$ cat src/rtl/branch_predict_ctrl_if.sv
// Fetch/execute-side signals of the branch predictor controller.
// The DUT connects via the slave modport; the fetch/execute pipeline drives the master side.
interface branch_predict_ctrl_if #(
  parameter int DBITS    = 32,
  parameter int CNT_BITS = 16
);
  logic [DBITS-1:0]    IF_PC;
  logic                IF_isBranch;
  logic [DBITS-1:0]    IF_target;
  logic                EX_valid;
  logic                EX_isBranch;
  logic [DBITS-1:0]    EX_PC;
  logic                EX_taken;
  logic [DBITS-1:0]    EX_target;
  logic                EX_predicted;
  logic                predict_taken;
  logic [DBITS-1:0]    pred_PC;
  logic                pc_override;
  logic [DBITS-1:0]    recover_PC;
  logic                flush;
  logic                stall;
  logic [CNT_BITS-1:0] branch_count;
  logic [CNT_BITS-1:0] mispredict_count;

  modport master (
    output IF_PC, IF_isBranch, IF_target, EX_valid, EX_isBranch, EX_PC,
           EX_taken, EX_target, EX_predicted,
    input  predict_taken, pred_PC, pc_override, recover_PC, flush, stall,
           branch_count, mispredict_count
  );

  modport slave (
    input  IF_PC, IF_isBranch, IF_target, EX_valid, EX_isBranch, EX_PC,
           EX_taken, EX_target, EX_predicted,
    output predict_taken, pred_PC, pc_override, recover_PC, flush, stall,
           branch_count, mispredict_count
  );
endinterface

$ cat src/rtl/branch_predict_ctrl.sv
// Bimodal branch predictor (2-bit counter BHT) with mispredict flush/recover
// sequencing and saturating resolution statistics.
//
// state   | meaning
// IDLE    | normal fetch; resolutions update BHT and may trigger recovery
// FLUSH   | one cycle: kill IF/ID, ID/EX and redirect fetch to recover_PC
// RECOVER | bubble cycles with fetch stalled; resolutions ignored
module branch_predict_ctrl #(
  parameter int DBITS          = 32,
  parameter int BHT_INDEX_BITS = 4,
  parameter int RECOVER_CYCLES = 2,
  parameter int CNT_BITS       = 16
) (
  input logic                  clk,
  input logic                  reset_n,
  branch_predict_ctrl_if.slave bus
);
  localparam int ENTRIES = 1 << BHT_INDEX_BITS;
  localparam int BW      = (RECOVER_CYCLES > 2) ? $clog2(RECOVER_CYCLES) : 1;

  typedef enum logic [1:0] {IDLE, FLUSH, RECOVER} state_t;

  state_t                    state;
  logic [1:0]                bht [ENTRIES];
  logic [BW-1:0]             bubble;
  logic [DBITS-1:0]          recover_pc;
  logic                      flush_r;
  logic                      override_r;
  logic                      stall_r;
  logic [CNT_BITS-1:0]       branch_cnt;
  logic [CNT_BITS-1:0]       mispred_cnt;
  logic [BHT_INDEX_BITS-1:0] if_idx;
  logic [BHT_INDEX_BITS-1:0] ex_idx;
  logic                      resolve;
  logic                      mispredict;

  assign if_idx     = bus.IF_PC[BHT_INDEX_BITS+1:2];
  assign ex_idx     = bus.EX_PC[BHT_INDEX_BITS+1:2];
  assign resolve    = bus.EX_valid & bus.EX_isBranch & (state == IDLE);
  assign mispredict = resolve & (bus.EX_taken != bus.EX_predicted);

  // Lookup reads the registered table, so a same-cycle update is not visible yet.
  assign bus.predict_taken    = bus.IF_isBranch & bht[if_idx][1];
  assign bus.pred_PC          = bus.predict_taken ? bus.IF_target : bus.IF_PC + DBITS'(4);
  assign bus.recover_PC       = recover_pc;
  assign bus.flush            = flush_r;
  assign bus.pc_override      = override_r;
  assign bus.stall            = stall_r;
  assign bus.branch_count     = branch_cnt;
  assign bus.mispredict_count = mispred_cnt;

  always_ff @(posedge clk or negedge reset_n) begin
    if (!reset_n) begin
      for (int i = 0; i < ENTRIES; i++) bht[i] <= 2'b01;
      branch_cnt  <= '0;
      mispred_cnt <= '0;
    end else begin
      if (resolve) begin
        if (bus.EX_taken && bht[ex_idx] != 2'b11)
          bht[ex_idx] <= bht[ex_idx] + 2'd1;
        else if (!bus.EX_taken && bht[ex_idx] != 2'b00)
          bht[ex_idx] <= bht[ex_idx] - 2'd1;
        if (branch_cnt != '1) branch_cnt <= branch_cnt + CNT_BITS'(1);
      end
      if (mispredict && mispred_cnt != '1) mispred_cnt <= mispred_cnt + CNT_BITS'(1);
    end
  end

  always_ff @(posedge clk or negedge reset_n) begin
    if (!reset_n) begin
      state      <= IDLE;
      bubble     <= '0;
      recover_pc <= '0;
      flush_r    <= 1'b0;
      override_r <= 1'b0;
      stall_r    <= 1'b0;
    end else begin
      case (state)
        IDLE: begin
          if (mispredict) begin
            state      <= FLUSH;
            flush_r    <= 1'b1;
            override_r <= 1'b1;
            stall_r    <= 1'b0;
            recover_pc <= bus.EX_taken ? bus.EX_target : bus.EX_PC + DBITS'(4);
          end
        end
        FLUSH: begin
          flush_r    <= 1'b0;
          override_r <= 1'b0;
          if (RECOVER_CYCLES == 0) begin
            state   <= IDLE;
            stall_r <= 1'b0;
          end else begin
            state   <= RECOVER;
            stall_r <= 1'b1;
            bubble  <= BW'(RECOVER_CYCLES - 1);
          end
        end
        RECOVER: begin
          if (bubble == '0) begin
            state   <= IDLE;
            stall_r <= 1'b0;
          end else begin
            bubble <= bubble - BW'(1);
          end
        end
        default: begin
          state      <= IDLE;
          flush_r    <= 1'b0;
          override_r <= 1'b0;
          stall_r    <= 1'b0;
        end
      endcase
    end
  end
endmodule

$ cat src/flat_wrapper.sv
// flat-port wrapper written by rule: the top's interface ports become plain ports
module branch_predict_ctrl_flat 
#(
  parameter int DBITS          = 32,
  parameter int BHT_INDEX_BITS = 4,
  parameter int RECOVER_CYCLES = 2,
  parameter int CNT_BITS       = 16
)
  (clk, reset_n, bus_IF_PC, bus_IF_isBranch, bus_IF_target, bus_EX_valid, bus_EX_isBranch, bus_EX_PC, bus_EX_taken, bus_EX_target, bus_EX_predicted, bus_predict_taken, bus_pred_PC, bus_pc_override, bus_recover_PC, bus_flush, bus_stall, bus_branch_count, bus_mispredict_count);
  branch_predict_ctrl_if #(.DBITS(DBITS), .CNT_BITS(CNT_BITS)) bus_i ();
  input logic clk;
  input logic reset_n;
  input wire logic [$bits(bus_i.IF_PC)-1:0] bus_IF_PC;
  input wire logic [$bits(bus_i.IF_isBranch)-1:0] bus_IF_isBranch;
  input wire logic [$bits(bus_i.IF_target)-1:0] bus_IF_target;
  input wire logic [$bits(bus_i.EX_valid)-1:0] bus_EX_valid;
  input wire logic [$bits(bus_i.EX_isBranch)-1:0] bus_EX_isBranch;
  input wire logic [$bits(bus_i.EX_PC)-1:0] bus_EX_PC;
  input wire logic [$bits(bus_i.EX_taken)-1:0] bus_EX_taken;
  input wire logic [$bits(bus_i.EX_target)-1:0] bus_EX_target;
  input wire logic [$bits(bus_i.EX_predicted)-1:0] bus_EX_predicted;
  output wire logic [$bits(bus_i.predict_taken)-1:0] bus_predict_taken;
  output wire logic [$bits(bus_i.pred_PC)-1:0] bus_pred_PC;
  output wire logic [$bits(bus_i.pc_override)-1:0] bus_pc_override;
  output wire logic [$bits(bus_i.recover_PC)-1:0] bus_recover_PC;
  output wire logic [$bits(bus_i.flush)-1:0] bus_flush;
  output wire logic [$bits(bus_i.stall)-1:0] bus_stall;
  output wire logic [$bits(bus_i.branch_count)-1:0] bus_branch_count;
  output wire logic [$bits(bus_i.mispredict_count)-1:0] bus_mispredict_count;
  assign bus_i.IF_PC = bus_IF_PC;
  assign bus_i.IF_isBranch = bus_IF_isBranch;
  assign bus_i.IF_target = bus_IF_target;
  assign bus_i.EX_valid = bus_EX_valid;
  assign bus_i.EX_isBranch = bus_EX_isBranch;
  assign bus_i.EX_PC = bus_EX_PC;
  assign bus_i.EX_taken = bus_EX_taken;
  assign bus_i.EX_target = bus_EX_target;
  assign bus_i.EX_predicted = bus_EX_predicted;
  assign bus_predict_taken = bus_i.predict_taken;
  assign bus_pred_PC = bus_i.pred_PC;
  assign bus_pc_override = bus_i.pc_override;
  assign bus_recover_PC = bus_i.recover_PC;
  assign bus_flush = bus_i.flush;
  assign bus_stall = bus_i.stall;
  assign bus_branch_count = bus_i.branch_count;
  assign bus_mispredict_count = bus_i.mispredict_count;
  branch_predict_ctrl #(.DBITS(DBITS), .BHT_INDEX_BITS(BHT_INDEX_BITS), .RECOVER_CYCLES(RECOVER_CYCLES), .CNT_BITS(CNT_BITS)) u_core (.clk(clk), .reset_n(reset_n), .bus(bus_i));
endmodule
$ cat config.mk
export PLATFORM = sky130hd
export DESIGN_NAME = branch_predict_ctrl_flat
export DESIGN_NICKNAME = d
export VERILOG_FILES = /design/src/rtl/branch_predict_ctrl_if.sv /design/src/rtl/branch_predict_ctrl.sv /design/src/flat_wrapper.sv
export SDC_FILE = /design/constraint.sdc
export NUM_CORES = 1
export LEC_CHECK = 0
export ABC_AREA = 0
export CORE_UTILIZATION = 50
export CTS_CLUSTER_SIZE = 14
export DETAILED_ROUTE_END_ITERATION = 6
export PLACE_DENSITY = 0.9
export SYNTH_ARGS = -nofsm -noshare
export SYNTH_HDL_FRONTEND = slang
export SYNTH_SLANG_ARGS = --single-unit
$ cat constraint.sdc
create_clock -name clk -period 5.4 [get_ports clk]
set_clock_uncertainty 0.1 [all_clocks]
set_input_delay 1.08 -clock clk [delete_from_list [all_inputs] [get_ports clk]]
set_output_delay 1.08 -clock clk [all_outputs]
set_load 0.01 [all_outputs]
Word-level counts from Yosys, hierarchy flattened
Cells that the tools add are included.
{"block": "totals", "ff_bits": 101, "inputBits": 135, "word_cells": 86}
{"block": "op_classes", "n_addsub": 7, "n_lt_le_gt_ge": 3, "n_eq_ne": 8, "n_mux": 24, "bitwise_logic": 7, "reduce_logical": 14}
{"cell": "2-to-1 mux 32 bit", "count": 4}
{"cell": "adder 32 x 3 -> 32 bit (second input constant)", "count": 2}
{"cell": "bitwise mux 32 bit", "count": 2}
{"cell": "adder 16 x 1 -> 16 bit (second input constant)", "count": 2}
{"cell": "inequality test 16 bit (second input constant)", "count": 2}
{"cell": "binary-select mux 2 bit (select 4 bit)", "count": 2}
{"cell": "2-to-1 mux 2 bit", "count": 7}
{"cell": ">= comparator 5 bit (second input constant)", "count": 2}
{"cell": "NOT 4 -> 5 bit", "count": 2}
{"cell": "AND reduction 2 bit", "count": 5}
{"cell": "demux 2 bit (select 4 bit)", "count": 1}
{"cell": "case mux 2 bit (3 select lines)", "count": 1}
{"cell": "nonzero test 2 bit", "count": 3}
{"cell": "< comparator 5 x 1 -> 1 bit (second input constant)", "count": 1}
{"cell": "AND 1 bit", "count": 4}
{"cell": "logical AND 1 bit", "count": 4}
{"cell": "2-to-1 mux 1 bit", "count": 4}
{"cell": "inequality test 2 bit (second input constant)", "count": 2}
{"cell": "case mux 1 bit (2 select lines)", "count": 2}
{"cell": "case mux 1 bit (3 select lines)", "count": 1}
{"cell": "adder 2 x 1 -> 2 bit (second input constant)", "count": 1}
{"cell": "== test 2 x 1 -> 1 bit (second input constant)", "count": 1}
{"cell": "== test 2 bit (second input constant)", "count": 1}
{"cell": "zero test 2 bit", "count": 1}
{"cell": "6 further kinds", "count": 6}

Logic depth before layout (Yosys ltp)
Gate-level depths: netlist of run 1.
{"block": "depth", "ltp_word": 8, "depth_mapped": 13, "depth_no_buf": 11}

Worst setup path after synthesis of run 1
Ideal clock, no wire load.
{"block": "synth_timing", "path_type": "input-to-output", "from": "input port bus_IF_PC[3]", "to": "output port bus_pred_PC[24]", "arrival_ns": 2.576, "required_time_ns": 4.220, "slack_ns": 1.644, "cell_stages": 7, "cell_sequence": "clkbuf_1 nor2b_1 a22oi_1 nand4b_1 o22ai_2 buf_6 mux2_1"}
{"block": "synth_via", "elab_chain_cells": 6, "elab_cells_between_ends": 7, "classes_between": "add/sub: 1; mux: 4; bitwise: 2"}
{"item": "start, declared", "line_no": "flat_wrapper.sv:13", "source": "input wire logic [$bits(bus_i.IF_PC)-1:0] bus_IF_PC;"}
{"item": "NOT 4 -> 5 bit (not written as such)", "line_no": "branch_predict_ctrl.sv:43", "source": "assign bus.predict_taken = bus.IF_isBranch & bht[if_idx][1];"}
{"item": "binary-select mux 2 bit (select 4 bit)", "line_no": "branch_predict_ctrl.sv:43"}
{"item": "2-to-1 mux 2 bit (not written as such) (2 in a row)", "line_no": "branch_predict_ctrl.sv:43"}
{"item": "AND 1 bit", "line_no": "branch_predict_ctrl.sv:43"}
{"item": "net bus_predict_taken", "line_no": "flat_wrapper.sv:22", "source": "output wire logic [$bits(bus_i.predict_taken)-1:0] bus_predict_taken;"}
{"item": "2-to-1 mux 32 bit", "line_no": "branch_predict_ctrl.sv:44", "source": "assign bus.pred_PC = bus.predict_taken ? bus.IF_target : bus.IF_PC + DBITS'(4);"}
{"item": "end, declared", "line_no": "flat_wrapper.sv:23", "source": "output wire logic [$bits(bus_i.pred_PC)-1:0] bus_pred_PC;"}
The timed path passes the listed nets, and every way through them passes these cells. The select of a mux whose other input is x is not followed.

Worst setup path in the final report of run 1
{"block": "layout_timing", "from": "input port bus_IF_PC[4]", "to": "output port bus_pred_PC[11]"}
{"block": "layout_via", "elab_chain_cells": 6, "elab_cells_between_ends": 7, "classes_between": "add/sub: 1; mux: 4; bitwise: 2"}
{"item": "parallel branches: the longest is 5 deep, another holds adder 32 x 3 -> 32 bit"}
{"item": "2-to-1 mux 32 bit *", "line_no": "branch_predict_ctrl.sv:44"}
Mark *: on every way between the ends. The select of a mux whose other input is x is not followed.

==> results.yml, run 1 <==
status:
  status: "finished, final reports clean"
clocking:
  cts_setup_buffers: 0
  cts.htree.levels: 3
  clkSinkCount: 100
  root_buffer: "clkbuf_16"
  clock_latency_ns: 0.35
  hold_buffers: 0
  clk_path_buf_depth: 2
  clk_pin_slew_ns: 0.07
  cts_resized: 0
  cts_tree: "built"
  cts-buffers-inserted: 9
floorplanning:
  dieArea_mm2: 0.01387
  io_pins: 235
  rows: 41
  die_w_um: 117.8
  start_util: 0.5227
  core_area_mm2: 0.01282
  die_y_um: 117.8
placed_design:
  portBuffers: 234
  place_hpwl_mm: 14.20
  placed_cells: 1061
  place_congestion: 0.8527
critical_path:
  crit_required_ns: 4.22
  cp-end-kind: "primary output"
  cp_max_fo: 33
  cp_cell_sequence: "clkdlybuf4s50_1 -> buf_4 -> mux2i_1 -> a22oi_1 -> nand4b_1 -> o22ai_4 -> buf_4 -> mux2_1 -> clkdlybuf4s50_1"
  start_kind: "input port"
  crit_buf_inv: 4
  cp_top_family: "buffers and inverters"
  critPathKind: "in -> out"
  critical-path-slowest-cell: "clkdlybuf4s50_1"
  crit_arrival_ns: 3.86
  cpPeakStageDelay_ns: 0.60
detailed_routing:
  postRouteAntennaNets: 0
  wl_per_cell_um: 17.20
  dr.pass1.iters: 5
  drcViolationCount: 0
  routed-via-count: 6137
  drt-total-wl_mm: 18.53
  via_per_inst: 5.698
  drtIter0Drc: 358
timing:
  hold_viol: 0
  whs_ns: 0.3807
  period_share: 0.9337
  max-slew-margin-rel: 0.3989
  tns_ns: 0
  worst_pin_slew_ns: 0.8994
  setup_viol: 0
  drv_slew: 0
  finalCriticalPeriod_ns: 5.042
  rsz0062_at_grt: "no"
  clock.fmax_mhz: 198.3
synth:
  synth_edf_count: 0
  netlist.top_cell.by_area: "dfrtp_1"
  synthCells: 679
  avgSynthCellArea_um2: 9.873
  synth_nets: 827
  seq_area_frac_synth: 0.3763
  synth.top_cell.area_share: 0.3135
  netlist_area_mm2: 0.006704
  async_reset_ff_frac: 1.000
  yosys_warnings: 0
  ys_types: 56
  yosys-top-cells-area: "dfrtp_1 (31%), xnor2_1 (7.7%), mux2_2 (6.4%), dfstp_2 (6.3%), mux2_1 (4.7%)"
  synthFlopType: "dfrtp_1"
  ys_ff_latch: 100
global_routing:
  grt_max_degree: 61
  grt_pass1_wl_mm: 30.30
  grt_pass1_vias: 6014
  antenna_found_initial: 0
  track_usage: 0.2699
  overflow: 0
layout:
  drive_above_1_share: 0.1127
  finalNonFillerCells: 1077
  layout_commonest_cell: "clkdlybuf4s50_1"
  fillers: 893
  layout_common_cells: "clkdlybuf4s50_1 (233), dfrtp_1 (84), nand2_1 (67)"
  fin_nets: 1048
  diodes: 0
  area.growth.synth_to_final_pct: 40.89
flow_run:
  maxCapViolCount: 0
power_and_ir_drop:
  peakVddDrop_mv: 0.2593
  leakagePower_nw: 3.814
  power.density_mw_per_mm2: 312.5
min_path:
  hold_path.class: "reg -> reg"
## kinds of logic after synthesis
logic type | synth area share
and+or+nand+nor | 0.2059
DFF | 0.3763
muxes | 0.1669
AOI/OAI and AO/OA | 0.08436
xor gates and xnor gates | 0.1058
buffers and inverters | 0.03658
adders and majority gates | 0.02426
## layout make-up
cell class | instances | area [um2] | share of cell area
clock buffer | 13 | 250.2 | 0.02649
clock inverter | 3 | 46.29 | 0.004901
inverter | 16 | 60.06 | 0.006358
multi-input combinational | 530 | 3944 | 0.4175
sequential | 100 | 2522 | 0.2671
tap | 172 | 215.2 | 0.02278
timing repair buffer | 243 | 2407 | 0.2549
## metrics by stage
stage          instance area (um2)  power, W  utilization  setup WS, ns
2_1_floorplan                 6704  0.001679            -         1.644
3_3_place_gp                  9149  0.002261       0.7134        0.4552
3_5_place_dp                  9149  0.002296       0.7134        0.3427
4_1_cts                       9445  0.002969       0.7365        0.3374
5_1_grt                       9445  0.003118       0.7365        0.2481
6_report                      9445  0.002952       0.7365        0.3581
## cells in the mapped netlist (4+ instances only)
cell type and instances:
mux2_2 38, nor4_1 9, dfstp_2 16, buf_6 5, a22oi_1 4, o21a_1 5, nand4_1 23, a21oi_1 15
o21ai_0 36, ha_1 13, mux2i_1 24, and3_1 19, clkbuf_1 14, xnor2_1 59, nand3_1 50, and4_1 9
nor3_1 17, buf_2 8, mux2_1 28, o22ai_1 8, dfrtp_1 84, nor2b_1 7, xor2_1 22, mux4_2 6
nor2_1 34, nand2_1 67, inv_1 16
## path summary, 6_finish.rpt
kind,to,slack [ns],cells past startpoint,startpoint
setup / recovery,bus_pred_PC[11],0.36,9,bus_IF_PC[4]
hold / removal,u_core.bus.recover_PC[15],0.38,2,u_core.bus.recover_PC[15]
setup reg to reg,u_core.bht[3],2.28,7,u_core.bht[1]
hold reg to reg,u_core.bus.recover_PC[15],0.38,2,u_core.bus.recover_PC[15]
max in group asynchronous,async pin,3.46,2,reset_n
min in group asynchronous,u_core.bus.recover_PC[27],0.71,1,reset_n
## report_power, final
part           internal, W  switching (W)
combinational     0.000647       0.000490
sequential        0.000991       0.000166
clock             0.000375       0.000283
## metal layers
metal,part of all wire,wire [um],up-vias,GRT usage
met4,0.023,427,0,0.09455
met5,0,0,-,0
met3,0.066,1215,38,0.06444
li1,-,-,2897,-
met1,0.42,7698,2982,0.3379
met2,0.50,9185,220,0.4537
## worst register-to-register path, delay by kind of cell (launching register included)
kind	cells	cell delay [ns]
mux	3	1.37
compound gates	1	0.47
simple gates	2	0.45
flops	1	0.41
fa+ha+maj	1	0.20
Power figures use the tool's default switching activity.
==> inputs of run 2 (changes only) <==
--- a/config.mk
+++ b/config.mk
@@ -6,10 +6,12 @@
 export NUM_CORES = 1
 export LEC_CHECK = 0
 export ABC_AREA = 0
+export CORE_ASPECT_RATIO = 0.6
 export CORE_UTILIZATION = 50
 export CTS_CLUSTER_SIZE = 14
 export DETAILED_ROUTE_END_ITERATION = 6
 export PLACE_DENSITY = 0.9
+export SETUP_SLACK_MARGIN = 0.3
 export SYNTH_ARGS = -nofsm -noshare
 export SYNTH_HDL_FRONTEND = slang
 export SYNTH_SLANG_ARGS = --single-unit
==> results.yml, run 2 (synthesis gave the netlist of run 1 again) <==
timing:
  worst_slack_ns: 0.4706
  setup_viol: 0
  max-slew-margin-rel: 0.4141
  finalCriticalPeriod_ns: 4.929
  tns_ns: 0
  drv_slew: 0
  hold_viol: 0
  rsz0062_at_grt: "no"
  clock.fmax_mhz: 202.9
  worst_pin_slew_ns: 0.8788
  period_share: 0.9128
critical_path:
  cp_cell_sequence: "clkdlybuf4s50_1 -> nand4_2 -> nor4_1 -> nand4_1 -> xnor2_1 -> mux2_1 -> clkdlybuf4s50_1"
  critPathKind: "in -> out"
  cpPeakStageDelay_ns: 0.63
  cp-end-kind: "primary output"
  reg2reg_to: "u_core.bht[21]"
  cp_max_fo: 7
  cp_top_family: "buffers and inverters"
  reg2reg_depth: 9
  crit_top_cell: "clkdlybuf4s50_1"
  start_kind: "input port"
  crit_buf_inv: 2
  crit_arrival_ns: 3.75
  crit_required_ns: 4.22
  rrSetupSlack_ns: 2.27
  critical-path-slowest-cell: "clkdlybuf4s50_1"
flow_run:
  maxCapViolCount: 0
detailed_routing:
  wl_per_cell_um: 18.00
  drt-total-wl_mm: 19.40
  dr.pass1.iters: 5
  drcViolationCount: 0
  routed-via-count: 6185
  postRouteAntennaNets: 0
  via_per_inst: 5.737
  drtIter0Drc: 409
floorplanning:
  start_util: 0.5168
  dieArea_mm2: 0.01389
  die_w_um: 151.5
  core_area_mm2: 0.01297
  die_y_um: 91.69
  io_pins: 235
  rows: 32
layout:
  area.growth.synth_to_final_pct: 41.60
  layout_commonest_cell: "clkdlybuf4s50_1"
  fin_area_mm2: 0.009493
  drive_above_1_share: 0.1200
  fillers: 937
  diodes: 0
  layout_common_cells: "clkdlybuf4s50_1 (233), dfrtp_1 (84), nand2_1 (67)"
  fin_nets: 1051
clocking:
  clock_latency_ns: 0.35
  cts-buffers-inserted: 9
  hold_buffers: 0
  cts_setup_buffers: 0
  cts.htree.levels: 3
  clk_pin_slew_ns: 0.07
  clk_path_buf_depth: 2
  cts_tree: "built"
  clkSinkCount: 100
  cts_resized: 0
  root_buffer: "clkbuf_16"
placed_design:
  place_congestion: 0.8771
  placed_cell_area_mm2: 0.009174
  place_hpwl_mm: 14.80
  portBuffers: 234
  pre_cts_slack_ns: 0.5105
global_routing:
  grtUsageMet2: 0.4155
  grt_pass1_vias: 5850
  overflow: 0
  busiest_layer: "met1"
  track_usage: 0.2783
  antenna_found_initial: 0
  use_met3: 0.05522
  grt_pass1_wl_mm: 30.27
  grt_max_degree: 70
  use_met1: 0.4193
power_and_ir_drop:
  leakagePower_nw: 3.848
  peakVddDrop_mv: 0.2469
  power.density_mw_per_mm2: 313.0
status:
  status: "finished, final reports clean"
min_path:
  hold_path.class: "reg -> reg"
  whs_path_depth: 2
==> run 2: cell types whose count changed in the layout (fill, tap and decap cells not counted), moves of 2 or more <==
cell | previous run | this run
buf_4 | 10 | 12
clkbuf_1 | 3 | 0
inv_8 | 0 | 2
inv_6 | 1 | 3
==> run 2: metal layers <==
layer / share of wire / up-vias
met2: 0.45 / 243
met4: 0.0085 / 0
met1: 0.47 / 3015
met5: 0 / -
met3: 0.074 / 16
li1: - / 2911
==> run 2: how the worst max path moves through the flow <==
stage          cells after the start          from               to
2_1_floorplan                      7  bus_IF_PC[3]  bus_pred_PC[24]
3_3_place_gp                       7  bus_IF_PC[5]  bus_pred_PC[31]
3_5_place_dp                       7  bus_IF_PC[5]  bus_pred_PC[31]
4_1_cts                            7  bus_IF_PC[5]  bus_pred_PC[31]
5_1_grt                            9  bus_IF_PC[4]  bus_pred_PC[24]
6_report                           7  bus_IF_PC[5]  bus_pred_PC[28]
==> run 2: where the power goes <==
part           total [W]  leakage, nW  internal (W)  switching, W
logic            0.00114         2.44      0.000649      0.000493
clock network   0.000682        0.155      0.000372      0.000310
registers        0.00115         1.25      0.000991      0.000156
==> run 2: through the flow <==
| step | utilization | instances | hold WS [ns] | power [W] |
|---|---|---|---|---|
| finish | 0.7318 | 1078 | 0.3777 | 0.002971 |
| floorplan | - | 679 | 0.3558 | 0.001679 |
| global route | 0.7318 | 1078 | 0.4076 | 0.003137 |
| CTS | 0.7313 | 1078 | 0.3809 | 0.002986 |
| detailed placement | 0.7072 | 1062 | 0.3703 | 0.002298 |
| global placement | 0.7072 | 1062 | 0.3609 | 0.002251 |
==> run 2: layout make-up <==
| cell class | instances | area, um2 | area share |
|---|---|---|---|
| clock buffer | 9 | 225.2 | 0.02372 |
| clock inverter | 7 | 87.58 | 0.009226 |
| timing repair buffer | 246 | 2442 | 0.2573 |
| multi-input combinational | 530 | 3943 | 0.4153 |
| tap | 170 | 212.7 | 0.02241 |
| sequential | 100 | 2522 | 0.2657 |
| inverter | 16 | 60.06 | 0.006327 |
==> run 2: tightest hold or removal path, stage by stage, from the launching register on <==
cell     delay [ns]
dfstp_2        0.37
nand2_1        0.04
o21ai_0        0.06
==> inputs of run 3 (changes only) <==
--- a/config.mk
+++ b/config.mk
@@ -15,3 +15,4 @@
 export SYNTH_ARGS = -nofsm -noshare
 export SYNTH_HDL_FRONTEND = slang
 export SYNTH_SLANG_ARGS = --single-unit
+export TNS_END_PERCENT = 100
==> results of run 3 <==
Final layout, timing and power as in run 2 (identical DEF).
